<file path="src/rtl/ines_rom_writer_pkg.sv">
// Purpose: shared definitions for the iNES ROM writer (FSM states, error codes, format constants).
// Latency: n/a (definitions only).
// Backpressure: n/a.
package ines_rom_writer_pkg;

    typedef enum logic [2:0] {
        ST_HDR     = 3'd0,
        ST_TRAINER = 3'd1,
        ST_PRG     = 3'd2,
        ST_CHR     = 3'd3,
        ST_DONE    = 3'd4,
        ST_ERR     = 3'd5
    } state_t;

    typedef enum logic [1:0] {
        ERR_NONE     = 2'd0,
        ERR_MAGIC    = 2'd1,
        ERR_NO_PRG   = 2'd2,
        ERR_OVERFLOW = 2'd3
    } err_t;

    // "NES" followed by MS-DOS EOF, in stream order.
    localparam logic [31:0] INES_MAGIC    = 32'h4E45_531A;
    localparam int          HDR_LEN       = 16;
    localparam int          TRAINER_LEN   = 512;
    localparam int          PRG_BANK_SIZE = 16384;
    localparam int          CHR_BANK_SIZE = 8192;

endpackage

</file>
<file path="src/rtl/rom_wr_fifo.sv">
// Purpose: synchronous write-buffer FIFO between the ROM parser and the memory port.
// Latency: a pushed entry is visible at the head the cycle after the push.
// Backpressure: none upstream; a push while full is dropped unless a pop happens in the same cycle.
// Ports: push/push_dat write side, pop read side, head_dat shows the oldest entry, full/empty status.
module rom_wr_fifo #(
    parameter int W     = 30,
    parameter int DEPTH = 16
) (
    input  logic         clk,
    input  logic         reset,
    input  logic         push,
    input  logic [W-1:0] push_dat,
    input  logic         pop,
    output logic         full,
    output logic         empty,
    output logic [W-1:0] head_dat
);

    localparam int AW = $clog2(DEPTH);

    logic [W-1:0] mem [DEPTH];
    // Pointers carry one extra wrap bit to tell full from empty.
    logic [AW:0]  wr_ptr;
    logic [AW:0]  rd_ptr;
    logic         do_push;
    logic         do_pop;

    assign empty    = (wr_ptr == rd_ptr);
    assign full     = (wr_ptr[AW] != rd_ptr[AW]) && (wr_ptr[AW-1:0] == rd_ptr[AW-1:0]);
    assign do_pop   = pop && !empty;
    // A pop in the same cycle frees the slot, so a push into a full FIFO is still legal then.
    assign do_push  = push && (!full || do_pop);
    assign head_dat = mem[rd_ptr[AW-1:0]];

    always_ff @(posedge clk or posedge reset) begin
        if (reset) begin
            wr_ptr <= '0;
            rd_ptr <= '0;
        end else begin
            if (do_push) wr_ptr <= wr_ptr + 1'b1;
            if (do_pop)  rd_ptr <= rd_ptr + 1'b1;
        end
    end

    always_ff @(posedge clk) begin
        if (do_push) mem[wr_ptr[AW-1:0]] <= push_dat;
    end

endmodule

</file>
<file path="src/rtl/ines_rom_writer.sv">
// Purpose: parse an iNES byte stream and turn PRG/CHR payload into addressed memory writes.
// Latency: a payload byte is presented on mem_addr/mem_din the cycle after its din_valid.
// Backpressure: stream cannot stall; writes queue in a FIFO, overflow drops the byte and errors out.
// Ports: din/din_valid stream in; mem_addr/mem_din/mem_req/mem_ack write port; header fields and
//        header_valid/done/error status out.
module ines_rom_writer
    import ines_rom_writer_pkg::*;
#(
    parameter int                ADDR_W     = 22,
    parameter logic [ADDR_W-1:0] PRG_BASE   = 22'h000000,
    parameter logic [ADDR_W-1:0] CHR_BASE   = 22'h200000,
    parameter int                FIFO_DEPTH = 16
) (
    input  logic              clk,
    input  logic              reset,
    input  logic [7:0]        din,
    input  logic              din_valid,
    output logic [ADDR_W-1:0] mem_addr,
    output logic [7:0]        mem_din,
    output logic              mem_req,
    input  logic              mem_ack,
    output logic [7:0]        mapper,
    output logic [7:0]        prg_banks,
    output logic [7:0]        chr_banks,
    output logic              mirroring,
    output logic              battery,
    output logic              four_screen,
    output logic              header_valid,
    output logic              done,
    output logic [1:0]        error
);

    state_t      state, state_nxt;
    logic [21:0] cnt, cnt_nxt;
    logic [3:0]  hdr_idx;
    logic [31:0] magic;
    logic [7:0]  flags6;
    logic [3:0]  flags7_hi;
    logic        hv_nxt;
    logic [1:0]  err_nxt;

    logic              push;
    logic [ADDR_W-1:0] push_addr;
    logic              fifo_full, fifo_empty, pop;
    logic              overflow;

    // Byte count of the final payload byte in each region; 255 PRG banks still fit in 22 bits.
    logic [21:0] prg_last, chr_last;
    assign prg_last = {prg_banks, 14'd0} - 22'd1;
    assign chr_last = {1'b0, chr_banks, 13'd0} - 22'd1;

    assign mapper      = {flags7_hi, flags6[7:4]};
    assign mirroring   = flags6[0];
    assign battery     = flags6[1];
    assign four_screen = flags6[3];

    assign mem_req  = !fifo_empty;
    assign pop      = mem_ack && !fifo_empty;
    assign overflow = push && fifo_full && !pop;

    always_comb begin
        state_nxt = state;
        cnt_nxt   = cnt;
        hv_nxt    = header_valid;
        err_nxt   = error;
        push      = 1'b0;
        push_addr = PRG_BASE + ADDR_W'(cnt);
        case (state)
            ST_HDR: begin
                // Magic and bank count are already latched by the time the last header byte arrives.
                if (din_valid && hdr_idx == 4'(HDR_LEN - 1)) begin
                    cnt_nxt = '0;
                    if (magic != INES_MAGIC) begin
                        state_nxt = ST_ERR;
                        err_nxt   = ERR_MAGIC;
                    end else if (prg_banks == 8'd0) begin
                        state_nxt = ST_ERR;
                        err_nxt   = ERR_NO_PRG;
                    end else begin
                        hv_nxt    = 1'b1;
                        state_nxt = flags6[2] ? ST_TRAINER : ST_PRG;
                    end
                end
            end
            ST_TRAINER: begin
                if (din_valid) begin
                    if (cnt == 22'(TRAINER_LEN - 1)) begin
                        state_nxt = ST_PRG;
                        cnt_nxt   = '0;
                    end else begin
                        cnt_nxt = cnt + 22'd1;
                    end
                end
            end
            ST_PRG, ST_CHR: begin
                if (din_valid) begin
                    push = 1'b1;
                    if (state == ST_CHR) push_addr = CHR_BASE + ADDR_W'(cnt);
                    if (overflow) begin
                        state_nxt = ST_ERR;
                        err_nxt   = ERR_OVERFLOW;
                    end else if (state == ST_PRG && cnt == prg_last) begin
                        state_nxt = (chr_banks != 8'd0) ? ST_CHR : ST_DONE;
                        cnt_nxt   = '0;
                    end else if (state == ST_CHR && cnt == chr_last) begin
                        state_nxt = ST_DONE;
                        cnt_nxt   = '0;
                    end else begin
                        cnt_nxt = cnt + 22'd1;
                    end
                end
            end
            default: ; // DONE and ERR are terminal until reset
        endcase
    end

    always_ff @(posedge clk or posedge reset) begin
        if (reset) begin
            state        <= ST_HDR;
            cnt          <= '0;
            hdr_idx      <= '0;
            magic        <= '0;
            prg_banks    <= '0;
            chr_banks    <= '0;
            flags6       <= '0;
            flags7_hi    <= '0;
            header_valid <= 1'b0;
            error        <= ERR_NONE;
            done         <= 1'b0;
        end else begin
            state        <= state_nxt;
            cnt          <= cnt_nxt;
            header_valid <= hv_nxt;
            error        <= err_nxt;
            done         <= done || (state == ST_DONE && fifo_empty);
            if (state == ST_HDR && din_valid) begin
                hdr_idx <= hdr_idx + 4'd1;
                case (hdr_idx)
                    4'd0, 4'd1, 4'd2, 4'd3: magic <= {magic[23:0], din};
                    4'd4:    prg_banks <= din;
                    4'd5:    chr_banks <= din;
                    4'd6:    flags6    <= din;
                    4'd7:    flags7_hi <= din[7:4];
                    default: ;
                endcase
            end
        end
    end

    rom_wr_fifo #(
        .W     (ADDR_W + 8),
        .DEPTH (FIFO_DEPTH)
    ) u_fifo (
        .clk      (clk),
        .reset    (reset),
        .push     (push),
        .push_dat ({push_addr, din}),
        .pop      (pop),
        .full     (fifo_full),
        .empty    (fifo_empty),
        .head_dat ({mem_addr, mem_din})
    );

endmodule
</file>
<file path="config.mk">
export PLATFORM = sky130hd
export DESIGN_NAME = ines_rom_writer
export DESIGN_NICKNAME = d
export VERILOG_FILES = /design/src/rtl/ines_rom_writer_pkg.sv /design/src/rtl/rom_wr_fifo.sv /design/src/rtl/ines_rom_writer.sv
export SDC_FILE = /design/constraint.sdc
export NUM_CORES = 1
export LEC_CHECK = 0
export ABC_AREA = 1
export BUFFER_PORTS_ARGS = -buffer_cell sky130_fd_sc_hd__buf_2
export CAP_MARGIN = 25
export CORE_MARGIN = 1.5
export CORE_UTILIZATION = 30
export CTS_CLUSTER_SIZE = 10
export DETAILED_ROUTE_END_ITERATION = 16
export SYNTH_ARGS = -nofsm -noshare
export SYNTH_HDL_FRONTEND = slang
export SYNTH_SLANG_ARGS = --single-unit
</file>
<file path="constraint.sdc">
create_clock -name clk -period 4.6 [get_ports clk]
set_input_delay 1.38 -clock clk [delete_from_list [all_inputs] [get_ports clk]]
set_output_delay 1.38 -clock clk [all_outputs]
set_load 0.005 [all_outputs]
</file>
# Word level (Yosys, flattened, before mapping)
# Memory sizes are Yosys's and may differ from the RTL's.
# Index checks and enable logic that the tools add are counted.
# word_totals
register_bits	103
mem_bits_rw	480
out_inout_bits	62
word_cells	116
memories	1
# mem_list
memory	words	word_bits	rd	rd_clocked_by_memory_dff	write_ports	line_no	rtl
u_fifo.mem	16	30	1	0	1	rom_wr_fifo.sv:21	logic [W-1:0] mem [DEPTH];
# classes
n_addsub	7
eq_ne	27
muxes	33
n_bitwise	2
reduce_logical	33
# op_table
cell	n
$mux W22	10
$pmux W22 S3	1
$eq A22 B22 Y1	2
$ne A32 B31 Y1 const B	1
$mux W3	10
$add A22 B1 Y22 const B	1
$add A22 B22 Y22 const A	1
$eq A22 B9 Y1 const B	1
$sub A21 B1 Y22 const B	1
$sub A22 B1 Y22 const B	1
$eq A4 B3 Y1 const B	4
$mux W2	6
$ne A2 B2 Y1 const B	6
$logic_and A1 B1 Y1	11
$add A5 B1 Y5 const B	2
$reduce_and A2 Y1	5
$reduce_and A5 Y1	2
$pmux W3 S3	1
$eq A4 B2 Y1 const B	2
$logic_not A8 Y1	1
$reduce_bool A8 Y1	1
$eq A3 B2 Y1 const B	2
$reduce_and A6 Y1	1
$eq A5 B5 Y1	1
21 further kinds	28

# Longest topological paths before layout
# depth
ltp_word	8
depth_mapped	16
depth_no_buf	16

# By module
# Synthesis repeated with hierarchy kept, for this count alone.
# unflattened
hier_cells	2282
hier_area_um2	25067.8
# modules_own_cells
module	n_inst	cells_per_inst	area_each_um2
rom_wr_fifo	1	1575	19710.2
ines_rom_writer	1	707	5357.6

# Worst setup path after synthesis
# No wires, ideal clock.
# synth_path
path_type	input -> register
startpoint	input port mem_ack
endpoint	memory u_fifo.mem[15][0] (enable)
setup_ns	0.420
t_arrival_ns	3.200
setup_slack_ns	0.980
stages	6
path_buffers	0
path_cell_list	nor2_1 nand3_2 nand2_1 inv_1 nand2_1 nor2_1
# synth_via
elab_chain_len	6
# synth_rtl
element	line_no	rtl
start, declared	ines_rom_writer.sv:21	input logic mem_ack,
$logic_and A1 B1 Y1	ines_rom_writer.sv:58	assign pop = mem_ack && !fifo_empty;
$logic_and A1 B1 Y1	rom_wr_fifo.sv:30	assign do_pop = pop && !empty;
$logic_or A1 B1 Y1	rom_wr_fifo.sv:32	assign do_push = push && (!full || do_pop);
$logic_and A1 B1 Y1	rom_wr_fifo.sv:32	
$mux W1	rom_wr_fifo.sv:46	if (do_push) mem[wr_ptr[AW-1:0]] <= push_dat;
$mux W1 (implied by the code)	rom_wr_fifo.sv:46	
end, declared	rom_wr_fifo.sv:21	
# No other way between the ends.

# Worst setup path after layout
# layout_path
startpoint	register u_fifo.rd_ptr[0]
endpoint	output port mem_din[3]
# layout_via
elab_chain_len	1
# layout_rtl
element	line_no	rtl
start, declared	rom_wr_fifo.sv:24	logic [AW:0] rd_ptr;
start signal, assigned	rom_wr_fifo.sv:41	if (do_pop) rd_ptr <= rd_ptr + 1'b1;
$mem_v2 Z16 W30	--	
end, declared	ines_rom_writer.sv:19	output logic [7:0] mem_din,
# No other way between the ends.

==> reports/metrics.cfg <==
[cells_and_area]
fillers = 7776
drive_above_1_share_pct = 12.01
syn2layout_area_growth_pct = 15.51
final_util_pct = 35.21
n_antenna_cell = 0
stdcell_count = 3189
nets = 2143

[power]
switching_power_uw = 4755
p_int_uw = 9750
ir_drop_uv = 476.6
power.total_uw = 14510
pwr-share-clk_pct = 33.1
powerDensity_nw_per_um2 = 519.0
p_leak_uw = 0.01047
seqPwrFrac_pct = 39.8
swShare_pct = 32.78
p_comb_share_pct = 27.1

[critical_path]
critical_path_class = reg -> out
slowest_stage = buf_12
max_stage_delay_ns = 0.57
start_kind = register
path_cells = buf_12, o21ai_0, o221ai_1, nand3_1, nand3_1, buf_2
crit_fanout = 243
cpMostUsedCell = nand3_1
cp.arrival_ns = 2.88
end_kind = primary output
required_ns = 3.22

[sta]
fmax_mhz = 234.7
fin_crit_ns = 4.261
relSlewSlack_pct = 22.08
tightest_slew_ns = 1.169
report.final.slew_viol_count = 0
hold_slack_ns = 0.4830
setup_viol = 0
hold_viol = 0
post-route-period-util_pct = 92.63
rsz0062_at_grt = no
timing.setup.tns_ns = 0
skew_ns = 0.01679

[die]
die_area_sq_um = 82370
die_x_microns = 287.0
rows = 103
num_io_pins = 74
initial_core_util_pct = 30.48
die_y_microns = 287.0
core_sq_um = 79390

[cts]
cts_resized = 0
hold_buffers = 0
numCtsBuffers = 69
cts_tree = yes
htreeDepth = 3
cts_buffer_depth = 3
clk_pin_slew_ns = 0.06
cts.sinks = 583
clock_latency_ns = 0.59
post-cts-setup-buffer-count = 0
ctsRootBufferMaster = clkbuf_16

[detailed_routing]
vias_per_cell = 5.046
vias = 16090
drc = 0
drtAntennaViolNets = 0
finalWirelength_microns = 63070
drt_iter0_drc = 1333
wl_per_cell_microns = 19.78
drtPass1Iterations = 5

[logic_synthesis]
syn_inst = 2048
ys_seq_area_share_pct = 70.22
synthMuxAreaShare_pct = 0.7911
synthTopCellsByCount = 480 x edfxtp_1, 316 x nor2_1, 289 x o21ai_0
synth_simple_gate_area_share_pct = 12.52
netlist.area_leader.share_pct = 59.57
synth_top_family_by_area = simple AND/OR/NAND/NOR gates
synth_compound_area_share_pct = 10.27
synth_area_leaders = edfxtp_1 60%, dfrtp_1 11%, o21ai_0 6.0%
synth_xor_area_share_pct = 1.593
synthDistinctLibCells = 40
synth_top_area_cell = edfxtp_1
syn_avg_cell_area_sq_um = 11.82
async_flop_share_pct = 17.67
synth-edff-count = 480
synth_flop_cell = edfxtp_1
yosys_warnings = 0
syn-cell-area_sq_um = 24200
synth_nets = 2073
synth_fa_ha_area_share_pct = 0.6722
synth-seq-cells = 583
yosysMostFrequentCell = edfxtp_1

[global_route]
grt.total_usage_pct = 15.25
grt_overflow = 0
antenna_found_initial = 0
grt_max_degree = 244
grt_pass1_wl_microns = 95650
grt_pass1_vias = 15930

[place]
routabilityCongestion = 0.8446
dp_cells = 3095
dp_hpwl_microns = 36340
portBuffers = 73

[flow_run]
drv_cap = 0

[worst_hold_path]
hold_path_class = reg -> reg

[status]
outcome = finished clean

==> metrics by stage <==
| stage | worst slack (ns) | instance area [sq um] |
|---|---|---|
| 2_1_floorplan | 0.5162 | 24200 |
| 4_1_cts | 0.3598 | 27910 |
| 5_1_grt | 0.2122 | 27950 |
| 6_report | 0.3390 | 27950 |
| 3_3_place_gp | 1.010 | 26000 |
| 3_5_place_dp | 1.004 | 26000 |
==> flip-flops by register name, indices dropped and copies added (netlist names) <==
signal         count
u_fifo.mem       480
magic             32
cnt               22
chr_banks          8
flags6             8
prg_banks          8
u_fifo.rd_ptr      5
u_fifo.wr_ptr      5
flags7_hi          4
hdr_idx            4
state              3
error              2
done               1
header_valid       1
==> area by class of cell <==
| class | count | area, sq um | share of cell area, % |
|---|---|---|---|
| clock inverters | 7 | 96.34 | 0.3447 |
| clock buffers | 85 | 1808 | 6.468 |
| well taps | 1050 | 1314 | 4.700 |
| repair buffers | 115 | 895.9 | 3.205 |
| flip-flops and latches | 583 | 17000 | 60.82 |
| multi-input cells | 1229 | 6379 | 22.82 |
| inverters | 120 | 457.9 | 1.638 |
==> worst max-delay path, delay by kind of cell, from the launching register on <==
family,cells,cell delay (ns)
buffers and inverters,2,0.72
DFF,1,0.45
and+or+nand+nor,2,0.27
AOI/OAI and AO/OA,2,0.56
==> worst paths after layout <==
check	depth (start not counted)	to	slack, ns	startpoint
min in group asynchronous	2	chr_banks[7]$_DFFE_PP0P_	0.67	reset
worst min register to register	2	magic[23]$_DFFE_PP0P_	0.48	magic[15]$_DFFE_PP0P_
worst max register to register	9	u_fifo.mem[10][10]$_DFFE_PP_	1.41	u_fifo.rd_ptr[0]$_DFFE_PP0P_
max in group asynchronous	4	magic[0]$_DFFE_PP0P_	3.11	reset
worst max-delay path	6	mem_din[3]	0.34	u_fifo.rd_ptr[0]$_DFFE_PP0P_
worst min-delay path	2	magic[23]$_DFFE_PP0P_	0.48	magic[15]$_DFFE_PP0P_
==> power groups by stage <==
stage	sequential [uW]	clock, uW	combinational, uW
2_1_floorplan	5820	0	2480
3_3_place_gp	5880	0	3920
3_5_place_dp	5880	0	3970
4_1_cts	5770	4930	3980
5_1_grt	5770	5120	4360
6_report	5770	4790	3940
==> logic make-up after synthesis <==
family                     Yosys count
xor gates and xnor gates            44
muxes                               17
AOI/OAI and AO/OA                  433
DFF                                583
buffers and inverters              236
and+or+nand+nor                    722
adders and majority gates           13
==> layer usage <==
| metal | vias to the layer above | GRT usage (%) | routed length [microns] |
|---|---|---|---|
| met5 | - | 0 | 0 |
| met4 | 0 | 5.671 | 1856 |
| met3 | 128 | 2.571 | 4139 |
| met2 | 550 | 25.60 | 30560 |
| met1 | 7999 | 19.74 | 26510 |
| li1 | 7416 | - | - |
==> cells in the final DEF (no fill, tap or decap), types with 25 or more instances in the layout <==
cell type  netlist  layout
o221ai_1        51      51
xor2_1          31      31
nand2_1        256     256
nand3_1         84      84
o22ai_1         69      69
clkbuf_16        0      70
edfxtp_1       480     480
o21ai_0        289     289
inv_1          114     113
buf_4            5      25
nor2_1         316     299
buf_2           18      73
dfrtp_1        103     100
(Power assumes the default switching activity.)
